File: config.mk
export PLATFORM = sky130hd
export DESIGN_NAME = sync_fifo
export DESIGN_NICKNAME = d
export VERILOG_FILES = /design/src/rtl/sync_fifo.sv
export SDC_FILE = /design/constraint.sdc
export NUM_CORES = 1
export LEC_CHECK = 0
export CAP_MARGIN = 10
export CORE_ASPECT_RATIO = 0.7
export CORE_MARGIN = 5
export CORE_UTILIZATION = 53
export DETAILED_ROUTE_END_ITERATION = 7
export PLACE_DENSITY = 0.71
export SLEW_MARGIN = 40
export SYNTH_ARGS = -nofsm -noshare
export SYNTH_HDL_FRONTEND = slang
export SYNTH_SLANG_ARGS = --single-unit
export TNS_END_PERCENT = 1
File: constraint.sdc
create_clock -name clk -period 12.8 [get_ports clk]
set_clock_uncertainty 0.2 [all_clocks]
set_input_delay 2.56 -clock clk [delete_from_list [all_inputs] [get_ports clk]]
set_output_delay 2.56 -clock clk [all_outputs]
set_load 0.05 [all_outputs]
File: src/rtl/sync_fifo.sv
// sync_fifo: single-clock FIFO with registered read data; SYNC_FIFO_ERR_FLAGS_EN adds sticky overflow/underflow outputs
module sync_fifo #(
  parameter int WIDTH = 32,
  parameter int DEPTH = 16,
  parameter int ADDR_WIDTH = $clog2(DEPTH)
) (
  input  logic                  clk,
  input  logic                  rst,
  input  logic                  wr_en,
  input  logic [WIDTH-1:0]      wr_data,
  output logic                  full,
  input  logic                  rd_en,
  output logic [WIDTH-1:0]      rd_data,
  output logic                  empty,
  output logic [ADDR_WIDTH:0]   count
`ifdef SYNC_FIFO_ERR_FLAGS_EN
  ,
  output logic                  overflow,
  output logic                  underflow
`endif
);
  localparam logic [ADDR_WIDTH:0] full_cnt = DEPTH[ADDR_WIDTH:0];
  logic [WIDTH-1:0] mem [DEPTH];
  logic [ADDR_WIDTH:0] wr_ptr, rd_ptr;
  logic wr_ok, rd_ok;
  // the extra pointer MSB lets the difference reach DEPTH without aliasing to zero
  assign count = wr_ptr - rd_ptr;
  assign full = count == full_cnt;
  assign empty = count == '0;
  assign wr_ok = wr_en & ~full;
  assign rd_ok = rd_en & ~empty;
  always_ff @(posedge clk)
    if (wr_ok) mem[wr_ptr[ADDR_WIDTH-1:0]] <= wr_data;
  always_ff @(posedge clk) begin
    if (rst) begin
      wr_ptr <= '0;
      rd_ptr <= '0;
      rd_data <= '0;
    end else begin
      if (wr_ok) wr_ptr <= wr_ptr + 1'b1;
      if (rd_ok) begin
        rd_ptr <= rd_ptr + 1'b1;
        rd_data <= mem[rd_ptr[ADDR_WIDTH-1:0]];
      end
    end
  end
`ifdef SYNC_FIFO_ERR_FLAGS_EN
  always_ff @(posedge clk) begin
    if (rst) begin
      overflow <= 1'b0;
      underflow <= 1'b0;
    end else begin
      if (wr_en && full) overflow <= 1'b1;
      if (rd_en && empty) underflow <= 1'b1;
    end
  end
`endif
endmodule

## Yosys cells after proc, flatten, opt, wreduce, memory -nomap -nowiden

Memory sizes are Yosys's and may differ from the RTL's. A register that Yosys moved wholly into a read port is not among the register bits.
Index checks and enable logic that the tools add are counted.

- Register bits: 10
- Bits in writable memories: 512
- Bits of input ports: 36
- Output and inout bits: 39
- Word-level logic and storage cells: 14
- Memories kept: 1

Memories:

| memory | words | width | read ports | clocked after memory_dff | write ports | RTL line | source |
|---|---|---|---|---|---|---|---|
| mem | 16 | 32 | 1 | 1 | 1 | 23 | `logic [WIDTH-1:0] mem [DEPTH];` |

- Add/sub/neg operators: 3
- Eq/ne operators: 1
- Muxes and demuxes: 2
- Bitwise operators: 4
- Reduce and logical (&&, ||, !) cells: 1

Operators by type and width:

| operator | count |
|---|---|
| adder 5 x 1 -> 5 bit, second input constant | 2 |
| == test 5 bit, second input constant | 1 |
| logical NOT 5 bit | 1 |
| subtractor 5 bit | 1 |
| bitwise AND 1 bit | 2 |
| 2-to-1 mux 1 bit | 2 |
| NOT 1 bit | 2 |

## Longest topological paths before layout

- Depth in word-level cells: 6
- Mapped depth: 13
- Gate-level depth less buffers: 10

## Least setup slack after synthesis

No wires, ideal clock.

- Path kind: input to register
- Start: in wr_en
- End: reg wr_ptr[4]
- Library setup time: 0.122 ns
- Arrival time: 5.578 ns
- Data required time: 12.478 ns
- Setup slack: 6.899 ns
- Cell stages on the path: 3
- Path buffers: 0
- Cells stage by stage: nand2_1 nor3b_1 mux2_2

- Word-level cells in the longest chain between the ends: 1

RTL lines:

| element | RTL line | source |
|---|---|---|
| start: declaration | 9 | `input logic wr_en,` |
| bitwise AND 1 bit | 30 | `assign wr_ok = wr_en & ~full;` |
| end signal: assignment | 40 | `if (wr_ok) wr_ptr <= wr_ptr + 1'b1;` |
| end: declaration | 24 | `logic [ADDR_WIDTH:0] wr_ptr, rd_ptr;` |

No other way between the ends.
A chain may end at the register's enable or synchronous reset.

## Worst setup path in the final report

- Start: reg rd_ptr[0]
- End: out empty

- Word-level cells in the longest chain between the ends: 2

RTL lines:

| element | RTL line | source |
|---|---|---|
| start: declaration | 24 |  |
| start signal: assignment | 42 | `rd_ptr <= rd_ptr + 1'b1;` |
| subtractor 5 bit | 27 | `assign count = wr_ptr - rd_ptr;` |
| logical NOT 5 bit | 29 | `assign empty = count == '0;` |
| end: declaration | 14 | `output logic empty,` |

No other way between the ends.

==> impl_metrics.toml <==
[synthesis]
avgSynthCellArea_um2 = 20.8
synth_xor_area_share_pct = 0.160
synth_simple_gate_area_share_pct = 2.70
ys_top_cells_by_count = "512 x edfxtp_1, 124 x mux4_2, 61 x o22ai_1, 42 x dfxtp_1, 41 x a21oi_1"
syn-num-nets = 1063
synth_seq_area_share_pct = 76.8
synth_area_leaders = "edfxtp_1 73%, mux4_2 13%, dfxtp_1 4.0%"
synth_cell_type_count = 46
synthArstFlopShare_pct = 0
synth_compound_area_share_pct = 4.17
synth_fa_ha_area_share_pct = 0.628
muxShareOfSynthArea_pct = 13.8
ys_warn_count = 0
synth_edf_count = 512
yosysTopAreaCell = "edfxtp_1"
yosys_register_bits = 554
synthMostInstantiatedCell = "edfxtp_1"
netlist.area_leader.share_pct = 72.8
synth_area_mm2 = 0.0211
synth_ff_type = "edfxtp_1"
synth_top_family_by_area = "multiplexers"
syn_inst = 1017

[floorplan]
start_util_pct = 53.4
coreArea_mm2 = 0.0395
pin_count = 75
die_w_um = 249
num_rows = 61
die_h_um = 177
die_area_mm2 = 0.0440

[critical_path]
crit_chain = "ha_1 -> inv_1 -> fa_1 -> xor2_2 -> a211o_1 -> a2bb2o_4 -> inv_4 -> clkdlybuf4s50_1"
r2r_cells = 9
path_buf_inv = 3
crit_family = "buffers and inverters"
critical_path_class = "flop to output pin"
path_max_fanout = 70
crit_path_start = "rd_ptr[0]"
cp-start-kind = "flop"
reg2reg_from = "rd_ptr[0]"
cp_slowest_cell = "clkdlybuf4s50_1"
critPathMaxStageDelay_ns = 0.94
crit_path_end_kind = "output pin"
cp.required_ns = 10.04
reg2reg_to = "mem[7][16]"
rrSetupSlack_ns = 8.78
worstPathArrival_ns = 4.38

[clock_network]
clk_latency_ns = 0.57
cts_tree = "yes"
cts-resized-gates = 0
cts_root_buf = "clkbuf_16"
cts_sinks = 554
path_clk_slew_ns = 0.07
hold_buffers = 0
cts_htree_levels = 2
cts_buffers = 50
cts_buffer_depth = 3
post-cts-setup-buffers = 0

[timing]
post-route-min-period_ns = 7.14
fmax_ghz = 0.140
rsz0062_at_grt = "no"
layout_setup_ws_ns = 5.67
fin_tns_setup_ns = 0
setup_viol = 0
finalHoldWorstSlack_ns = 0.274
worstMarginPinSlew_ns = 0.820
fin_crit_sh_pct = 55.7
maxSlewViolCount = 0
slew_headroom_pct = 45.2
hold_viol_final = 0

[global_route]
grt_start_max_net_pins = 102
grt_overflow = 0
grt_pass1_wl_um = 68000
grtUsageTotal_pct = 20.5
grt_pass1_vias = 10500
grt_antenna_before_repair = 0

[placed_design]
placed_area_mm2 = 0.0224
routabilityCongestion = 0.743
pre_cts_slack_ns = 6.26
place_hpwl_um = 22300
numPortBuffers = 74
placed_cells = 1573

[pwr]
vdd_ir_drop_max_uv = 235
switching_power_mw = 1.51
switching_share_pct = 30.2
internal_power_mw = 3.50
power_density_mw_per_mm2 = 209
total_power_mw = 5.02
seqPwrFrac_pct = 43.3
comb_power_share_pct = 26.8
leakage_nw = 7.32
power_frac_clock_pct = 29.8

[route]
postRouteWirelength_um = 45000
ant_nets = 0
post_drt_wl_per_cell_um = 27.0
firstDrtPassIters = 5
drcViolationCount = 0
drt_iter0_drc = 1018
vias = 10300
viasPerCell = 6.17

[final_layout]
num-fill-cells = 2797
area_delta_synth_final_pct = 14.0
nNetsFinal = 1137
drive_gt1_share_pct = 21.3
seq_area_mm2 = 0.0162
diodes = 0
multi_input_area_mm2 = 0.00463
fin_util_pct = 60.8
postLayoutCellArea_mm2 = 0.0241
fin_cells = 1666

[run_status]
outcome = "finished, final reports clean"

[worst_hold_path]
hold_path_startpoint = "rd_data[29]"
min_path_cells = 2
hold_path.class = "flop to flop"
min_to = "rd_data[29]"

[run]
maxCapViolCount = 0
[placed cells by master, fill, tap and decap left out, drive strengths merged, types with 2 or more instances in the layout]
| master | netlist | layout |
|---|---|---|
| nand4 | 4 | 4 |
| clkbuf | 29 | 60 |
| nor2 | 7 | 7 |
| buf | 35 | 13 |
| edfxtp | 512 | 512 |
| nand3 | 4 | 4 |
| clkinv | 0 | 22 |
| clkdlybuf4s50 | 0 | 73 |
| nand3b | 2 | 2 |
| o22ai | 61 | 61 |
| ha | 9 | 9 |
| nand2b | 4 | 4 |
| mux2 | 5 | 5 |
| or2 | 2 | 2 |
| xor2 | 3 | 3 |
| inv | 10 | 13 |
| nor3b | 2 | 2 |
| a31oi | 2 | 2 |
| a21oi | 41 | 41 |
| or4 | 29 | 29 |
| mux4 | 124 | 124 |
| and3 | 13 | 13 |
| o21ai | 39 | 39 |
| nor2b | 8 | 8 |
| or3 | 5 | 5 |
| mux2i | 6 | 6 |
| nand2 | 5 | 5 |
| a311oi | 2 | 2 |
| nor3 | 2 | 2 |
| dfxtp | 42 | 42 |
| bufinv | 0 | 6 |
[flip-flops by register name, indices dropped and copies added, names as in the netlist]
signal	flops
mem	512
rd_data	32
rd_ptr	5
wr_ptr	5
[cell type report]
cell class                      count  area share (%)
Clock buffer                       60            5.49
Sequential cell                   554            67.5
Clock inverter                     32            1.30
Multi-Input combinational cell    389            19.2
Tap cell                          535            2.78
Inverter                           10           0.166
Timing Repair Buffer               86            3.58
[worst max-delay path by stage]
stage	slack [ns]	depth (start not counted)	endpoint
CTS	5.65	8	empty
finish	5.67	8	empty
global route	5.45	8	empty
detailed placement	6.26	8	empty
floorplan	6.90	3	wr_ptr[4]
global placement	6.28	8	empty
[power groups by stage]
| stage | Clock, mW | Sequential (mW) | Combinational (mW) |
|---|---|---|---|
| 6_report | 1.50 | 2.17 | 1.35 |
| 5_1_grt | 1.60 | 2.19 | 1.44 |
| 4_1_cts | 1.52 | 2.18 | 1.35 |
| 3_5_place_dp | 0 | 2.21 | 1.34 |
| 3_3_place_gp | 0 | 2.21 | 1.32 |
| 2_1_floorplan | 0 | 2.33 | 0.871 |
[tightest hold or removal path: stages (launching register included)]
cell     delay [ns]
dfxtp_1        0.31
o21ai_0        0.06
a21oi_1        0.06
[per-layer routing]
layer	wire length [um]	global-route usage [%]	up-vias
met4	669	3.86	0
met3	3380	3.72	51
li1	-	-	4435
met5	0	0	-
met2	21300	32.5	394
met1	19600	30.8	5391
[logic make-up (layout without fill, tap and decap cells)]
logic type      Yosys count  count (layout)
flops                   554             554
compound gates          151             151
mux                     135             135
simple gates             90              90
buf+inv                  74             188
fa+ha+maj                10              10
xor+xnor                  3               3
No activity file was read; power rests on OpenSTA's default activity.
